[src/rtl/uart_rx_deserializer.sv]
// Oversampling UART receiver: 2-flop synchronizer, majority-vote bit sampling,
// false-start rejection and one-cycle valid/break/framing-error strobes.
module uart_rx_deserializer #(
  parameter int unsigned CLOCK_FREQ   = 25000000,
  parameter int unsigned BIT_RATE     = 9600,
  parameter int unsigned PAYLOAD_BITS = 8,
  parameter int unsigned OVERSAMPLE   = 16
) (
  input  logic                    clk,
  input  logic                    reset,
  input  logic                    rx,
  input  logic                    enable,
  output logic [PAYLOAD_BITS-1:0] rx_data,
  output logic                    rx_valid,
  output logic                    rx_break,
  output logic                    frame_error,
  output logic                    busy
);

  localparam int unsigned TICK_DIV = CLOCK_FREQ / (BIT_RATE * OVERSAMPLE);
  localparam int unsigned Mid      = OVERSAMPLE / 2;
  localparam int unsigned CntW     = (TICK_DIV > 1) ? $clog2(TICK_DIV) : 1;
  localparam int unsigned SW       = $clog2(OVERSAMPLE);
  localparam int unsigned BW       = (PAYLOAD_BITS > 1) ? $clog2(PAYLOAD_BITS) : 1;

  localparam logic [CntW-1:0] CntLast = CntW'(TICK_DIV - 1);
  localparam logic [SW-1:0]   SVoteA  = SW'(Mid - 1);
  localparam logic [SW-1:0]   SVoteB  = SW'(Mid);
  localparam logic [SW-1:0]   SDecide = SW'(Mid + 1);
  localparam logic [SW-1:0]   SLast   = SW'(OVERSAMPLE - 1);
  localparam logic [BW-1:0]   BitLast = BW'(PAYLOAD_BITS - 1);

  typedef enum logic [2:0] {
    StIdle,
    StStart,
    StData,
    StStop,
    StWaitIdle
  } state_e;

  state_e                  state_q, state_d;
  logic                    rx_meta_q, rx_s_q;
  logic [CntW-1:0]         cnt_q, cnt_d;
  logic                    tick_q, tick_d;
  logic [SW-1:0]           s_q, s_d;
  logic [BW-1:0]           bit_idx_q, bit_idx_d;
  logic                    samp_a_q, samp_a_d, samp_b_q, samp_b_d;
  logic [PAYLOAD_BITS-1:0] shift_q, shift_d;
  logic [PAYLOAD_BITS-1:0] rx_data_q, rx_data_d;
  logic                    valid_q, valid_d, break_q, break_d, ferr_q, ferr_d;
  logic                    active, vote;
  logic [PAYLOAD_BITS:0]   shift_in;

  assign active = (state_q == StStart) || (state_q == StData) || (state_q == StStop);
  // Third sample is taken live on the decide tick.
  assign vote = (samp_a_q & samp_b_q) | (samp_a_q & rx_s_q) | (samp_b_q & rx_s_q);

  always_comb begin
    state_d   = state_q;
    s_d       = s_q;
    bit_idx_d = bit_idx_q;
    samp_a_d  = samp_a_q;
    samp_b_d  = samp_b_q;
    shift_d   = shift_q;
    rx_data_d = rx_data_q;
    valid_d   = 1'b0;
    break_d   = 1'b0;
    ferr_d    = 1'b0;
    shift_in  = {vote, shift_q};

    // Tick is registered, so it lands one cycle after the terminal count.
    cnt_d  = (active && (cnt_q != CntLast)) ? cnt_q + 1'b1 : '0;
    tick_d = active && (cnt_q == CntLast);

    if (active && tick_q) begin
      s_d = (s_q == SLast) ? '0 : s_q + 1'b1;
      if (s_q == SVoteA) samp_a_d = rx_s_q;
      if (s_q == SVoteB) samp_b_d = rx_s_q;
    end

    case (state_q)
      StIdle: begin
        s_d       = '0;
        bit_idx_d = '0;
        if (enable && !rx_s_q) state_d = StStart;
      end
      StStart: begin
        if (tick_q) begin
          if ((s_q == SDecide) && vote) begin
            state_d = StIdle;
          end else if (s_q == SLast) begin
            state_d   = StData;
            bit_idx_d = '0;
          end
        end
      end
      StData: begin
        if (tick_q) begin
          if (s_q == SDecide) shift_d = shift_in[PAYLOAD_BITS:1];
          if (s_q == SLast) begin
            if (bit_idx_q == BitLast) state_d = StStop;
            else bit_idx_d = bit_idx_q + 1'b1;
          end
        end
      end
      StStop: begin
        if (tick_q && (s_q == SDecide)) begin
          if (vote) begin
            rx_data_d = shift_q;
            valid_d   = 1'b1;
            state_d   = StIdle;
          end else if (shift_q == '0) begin
            break_d = 1'b1;
            state_d = StWaitIdle;
          end else begin
            ferr_d  = 1'b1;
            state_d = StWaitIdle;
          end
        end
      end
      StWaitIdle: begin
        if (rx_s_q) state_d = StIdle;
      end
      default: state_d = StIdle;
    endcase
  end

  always_ff @(posedge clk) begin
    if (reset) begin
      state_q   <= StIdle;
      rx_meta_q <= 1'b1;
      rx_s_q    <= 1'b1;
      cnt_q     <= '0;
      tick_q    <= 1'b0;
      s_q       <= '0;
      bit_idx_q <= '0;
      samp_a_q  <= 1'b0;
      samp_b_q  <= 1'b0;
      shift_q   <= '0;
      rx_data_q <= '0;
      valid_q   <= 1'b0;
      break_q   <= 1'b0;
      ferr_q    <= 1'b0;
    end else begin
      state_q   <= state_d;
      rx_meta_q <= rx;
      rx_s_q    <= rx_meta_q;
      cnt_q     <= cnt_d;
      tick_q    <= tick_d;
      s_q       <= s_d;
      bit_idx_q <= bit_idx_d;
      samp_a_q  <= samp_a_d;
      samp_b_q  <= samp_b_d;
      shift_q   <= shift_d;
      rx_data_q <= rx_data_d;
      valid_q   <= valid_d;
      break_q   <= break_d;
      ferr_q    <= ferr_d;
    end
  end

  assign rx_data     = rx_data_q;
  assign rx_valid    = valid_q;
  assign rx_break    = break_q;
  assign frame_error = ferr_q;
  // Stays high through the strobe cycle so the frame ends one cycle after it.
  assign busy        = (state_q != StIdle) | valid_q | break_q | ferr_q;

endmodule

[config.mk]
export PLATFORM = sky130hd
export DESIGN_NAME = uart_rx_deserializer
export DESIGN_NICKNAME = d
export VERILOG_FILES = /design/src/rtl/uart_rx_deserializer.sv
export SDC_FILE = /design/constraint.sdc
export NUM_CORES = 1
export LEC_CHECK = 0
export CORE_UTILIZATION = 56
export CTS_CLUSTER_DIAMETER = 100
export CTS_CLUSTER_SIZE = 10
export DETAILED_ROUTE_END_ITERATION = 10
export PLACE_DENSITY = 0.8
export SYNTH_ARGS = -nofsm -noshare
export SYNTH_HDL_FRONTEND = slang
export SYNTH_SLANG_ARGS = --single-unit
[constraint.sdc]
create_clock -name clk -period 2 [get_ports clk]
set_input_delay 0.6 -clock clk [delete_from_list [all_inputs] [get_ports clk]]
set_output_delay 0.6 -clock clk [all_outputs]
set_load 0.01 [all_outputs]
## Word level (Yosys, flattened, before mapping)

Index checks and enable logic that the tools add are counted.

| cells by class | value |
|---|---|
| add/subtract/negate cells | 3 |
| equal/unequal tests | 22 |
| muxes and demuxes | 22 |
| bitwise logic cells | 11 |
| reductions and logical operators | 23 |

Operators with widths:

| cell | count |
|---|---|
| 3-bit two-way mux | 16 |
| 3-bit case mux with 5 select lines | 1 |
| 4-bit == test (second input constant) | 3 |
| 2-bit inequality test (second input constant) | 6 |
| 3-bit case mux with 3 select lines | 1 |
| 8-bit by 1-bit adder with 8-bit output (second input constant) | 1 |
| 8-bit == test (second input constant) | 1 |
| 8-bit zero test | 1 |
| 2-bit by 1-bit inequality test with 1-bit output (second input constant) | 4 |
| 8-bit inequality test (second input constant) | 1 |
| 8-bit AND reduction | 1 |
| 7-bit AND reduction | 1 |
| 3-bit by 2-bit == test with 1-bit output (second input constant) | 2 |
| 3-bit == test (second input constant) | 2 |
| 1-bit logical AND | 6 |
| 3-bit AND reduction | 2 |
| 3-bit nonzero test | 2 |
| 1-bit OR | 5 |
| 4-bit by 1-bit adder with 4-bit output (second input constant) | 1 |
| 4-bit by 3-bit == test with 1-bit output (second input constant) | 1 |
| 4-bit two-way mux | 1 |
| 2-bit AND reduction | 2 |
| 2-bit OR reduction | 2 |
| 4-bit OR reduction | 1 |
| 10 further kinds | 17 |

| word-level totals | value |
|---|---|
| bits in registers | 42 |

## Depth between registers and ports, before layout

| logic depth | value |
|---|---|
| depth in word-level cells | 7 |
| depth in mapped cells | 8 |
| mapped depth without buffers | 6 |

## Worst setup path after synthesis

Ideal clock, no wire load.

| path | value |
|---|---|
| kind | reg2reg |
| start point | register s_q[1] |
| end point | register state_q[0] |
| arrival | 1.571 ns |
| slack | 0.308 ns |
| stages on the path, launching flop included | 8 |
| path buffers | 1 |
| period minus slack after synthesis | 1.692 ns |
| path through | dfxtp_1 > inv_1 > ha_1 > and3b_1 > buf_2 > a211o_1 > nand3_2 > mux2_4 |

| on the way | value |
|---|---|
| cells in the longest elaborated chain, start to end | 5 |

RTL lines:

| element | line | RTL |
|---|---|---|
| start, declared | 45 | `logic [SW-1:0] s_q, s_d;` |
| start signal, assigned | 135 | `s_q <= '0;` |
| start signal, assigned | 150 | `s_q <= s_d;` |
| 4-bit == test | 89, 107 |  |
| 1-bit logical AND | 89 | `if ((s_q == SDecide) && vote) begin` |
| 3-bit two-way mux | 89 |  |
| 3-bit two-way mux | 88 | `if (tick_q) begin` |
| 3-bit case mux with 5 select lines | 81 | `case (state_q)` |
| end signal, assigned | 130 | `state_q <= StIdle;` |
| end signal, assigned | 145 | `state_q <= state_d;` |
| end, declared | 41 | `state_e state_q, state_d;` |

Several ways; a longest one is shown, not always the timed one. The select of a mux whose other input is x is not followed.
A chain may end at the register's enable or synchronous reset.

## Worst setup path in the final report

| path | value |
|---|---|
| start point | register valid_q (netlist: rx_valid) |
| end point | output port busy |

| on the way | value |
|---|---|
| cells in the longest elaborated chain, start to end | 3 |

RTL lines:

| element | line | RTL |
|---|---|---|
| start, declared | 50 | `logic valid_q, valid_d, break_q, break_d, ferr_q, ferr_d;` |
| start signal, assigned | 156 | `valid_q <= valid_d;` |
| 1-bit OR (3 in series) | 167 | `assign busy = (state_q != StIdle) \| valid_q \| break_q \| ferr_q;` |
| end, declared | 17 | `output logic busy` |

Every way passes these cells.

==> flow_metrics.tcl <==
set metrics [dict create \
    syn_nets 223 \
    whs_path_depth 1 \
    layout_commonest_cell "dfxtp_1" \
    r2r_start "state_q[1]$_SDFFE_PP0P_" \
    grt_max_degree 19 \
    core_um2 3128 \
    placementRows 20 \
    syn_avg_cell_area_um2 8.989 \
    die-height_um 60.34 \
    status "completed" \
    antenna_found_initial 0 \
    antenna_left 0 \
    synthArstFlopShare_pct 0 \
    r2r_setup_slack_ns 0.17 \
    mostFrequentLayoutCells "dfxtp_1 (42), nor2_1 (25), nand2_1 (16), a21oi_1 (16)" \
    grt_util_all_layers_pct 23.19 \
    placedCellCount 272 \
    ys_types 38 \
    tightest_slew_ns 0.6063 \
    vias_per_cell 5.596 \
    htree_num_levels 2 \
    cap_violations 0 \
    power_density_nw_per_um2 747.1 \
    crit_arrival_ns 1.26 \
    mappedNetlistArea_um2 1906 \
    fmax_mhz 536.3 \
    crit_slowest_cell "dfxtp_1" \
    path_clk_slew_ns 0.12 \
    synth-edff-count 0 \
    reg2reg_depth 5 \
    ir_worst_vdd_v 0.0005302 \
    hold_path.class "reg2reg" \
    die_area_um2 3640 \
    cp_data_required_time_ns 1.40 \
    drive_gt1_share_pct 11.86 \
    ys_warn_count 0 \
    wl_per_cell_um 13.20 \
    dpl.hpwl_um 2726 \
    yosysSeqAreaShare_pct 44.12 \
    synth-seq-cells 42 \
    setup.worst_path.start "rx_valid$_SDFF_PP0_" \
    final_nets 246 \
    postCtsHoldBufs 0 \
    critical_path.max_stage_delay_ns 0.34 \
    clk_path_buf_depth 2 \
    fin_tns_setup_ns 0 \
    clock_skew_ns 0.009509 \
    insertion_delay_ns 0.35 \
    reg2reg_to "state_q[0]$_SDFFE_PP0P_" \
    hold_viol_final 0 \
    cts_resized 1 \
    routed_wl_um 3696 \
    grt_pass1_wl_um 6265 \
    grt_pass1_vias 1483 \
    antenna_cells 0 \
    cp-end-kind "primary output" \
    cp_cell_sequence "nor3_1, nand2_1, dlygate4sd2_1" \
    first_pass_iters 5 \
    endpoint "busy" \
    overflow 0 \
    ioPinCount 16 \
    fin_crit_ns 1.865 \
    numPortBuffers 15 \
    synth_ff_type "dfxtp_1" \
    synth_cells 212 \
    final-setup-viol-count 0 \
    drtIter0Drc 108 \
    finalCritPeriodShare_pct 93.23 \
    leakagePower_nw 0.9174 \
    drc_errors 0 \
    die_w_um 60.34 \
    relSlewSlack_pct 59.49 \
    drv_slew 0 \
    cp_max_fo 2 \
    cts_buffers 5 \
    gp_congestion 0.8182 \
    startpoint_type "register" \
    rsz0062_at_grt "false" \
    ctsRootBufferMaster "clkbuf_4" \
    vias 1567 \
    critical_path_class "reg2out" \
    areaGrowthSynthToFinish_pct 15.82 \
    clock-sinks 42 \
    fin_cells 280 \
    cts_tree "built" \
    cts_setup_buffers 0 \
    start_util_pct 60.92 \
]
-- logic make-up (layout without fill, tap and decap cells) --
group / count (synthesis) / after routing / synth area share, %
AND/OR/NAND/NOR: 96 / 96 / 27.97
flip-flops: 42 / 42 / 44.12
buffers and inverters: 12 / 36 / 2.758
XOR/XNOR: 7 / 7 / 3.217
adder cells (fa/ha/maj): 8 / 8 / 5.187
multiplexers: 12 / 12 / 6.566
AO/OA/AOI/OAI: 35 / 35 / 10.18
-- cells in the mapped netlist (4+ instances only) --
cell	number	area (µm²)
nor2_1	25	93.84
a21oi_1	16	80.08
nand2b_1	5	31.28
nand4_1	4	25.02
nand2_1	16	60.06
nand3_1	9	45.04
dfxtp_1	42	840.8
buf_2	6	30.03
o21ai_0	14	70.07
mux2i_1	11	110.1
and3_1	4	25.02
ha_1	7	87.58
nor3_1	5	25.02
xor2_1	6	52.55
-- how the worst min path moves through the flow --
stage                                    start                 to
after floorplan           rx_meta_q$_SDFF_PP1_  rx_s_q$_SDFF_PP1_
after global placement    rx_meta_q$_SDFF_PP1_  rx_s_q$_SDFF_PP1_
after detailed placement  rx_meta_q$_SDFF_PP1_  rx_s_q$_SDFF_PP1_
after CTS                 rx_meta_q$_SDFF_PP1_  rx_s_q$_SDFF_PP1_
after global routing      rx_meta_q$_SDFF_PP1_  rx_s_q$_SDFF_PP1_
final                     rx_meta_q$_SDFF_PP1_  rx_s_q$_SDFF_PP1_
-- state kept, by name, summed over array words and instances (netlist names), 3 cells and up --
name and cells:
cnt_q 8, rx_data 8, shift_q 8, s_q 4
bit_idx_q 3, state_q 3
-- critical path: cells and delay by family (launching register included) --
family	cells	cell delay, ns
buf+inv	1	0.29
flops	1	0.34
simple gates	2	0.29
-- metal layers --
layer	GRT usage [%]	share of wire [%]	vias up
met5	0	0	-
met4	9.967	1.2	0
met3	5.970	4.7	5
met2	39.25	49	38
met1	27.81	45	733
li1	-	-	791
-- power by group --
group          switching (mW)  internal (mW)
logic                   0.182          0.148
clock network           0.268          0.177
registers              0.0165          0.857
-- stage by stage --
step                cell area, µm²  hold slack [ns]  power [mW]  setup WS (ns)  utilization, %
global route                  2207           0.4489       1.735        0.03815           70.56
global placement              2145           0.3941       1.211        -0.1274           68.56
CTS                           2207           0.4326       1.662         0.1029           70.56
floorplan                     1906           0.3895       1.117         0.3082               -
detailed placement            2145           0.4018       1.225        -0.1283           68.56
finish                        2207           0.4272       1.649         0.1355           70.56
-- area by class of cell --
class                           count  area, µm²
Clock buffer                        7      55.05
Clock inverter                      1      8.758
Fill cell                         251      920.9
Inverter                            3      11.26
Multi-Input combinational cell    158       1012
Sequential cell                    42      840.8
Tap cell                           44      55.05
Timing Repair Buffer               25      224.0
(Power assumes the default switching activity.)
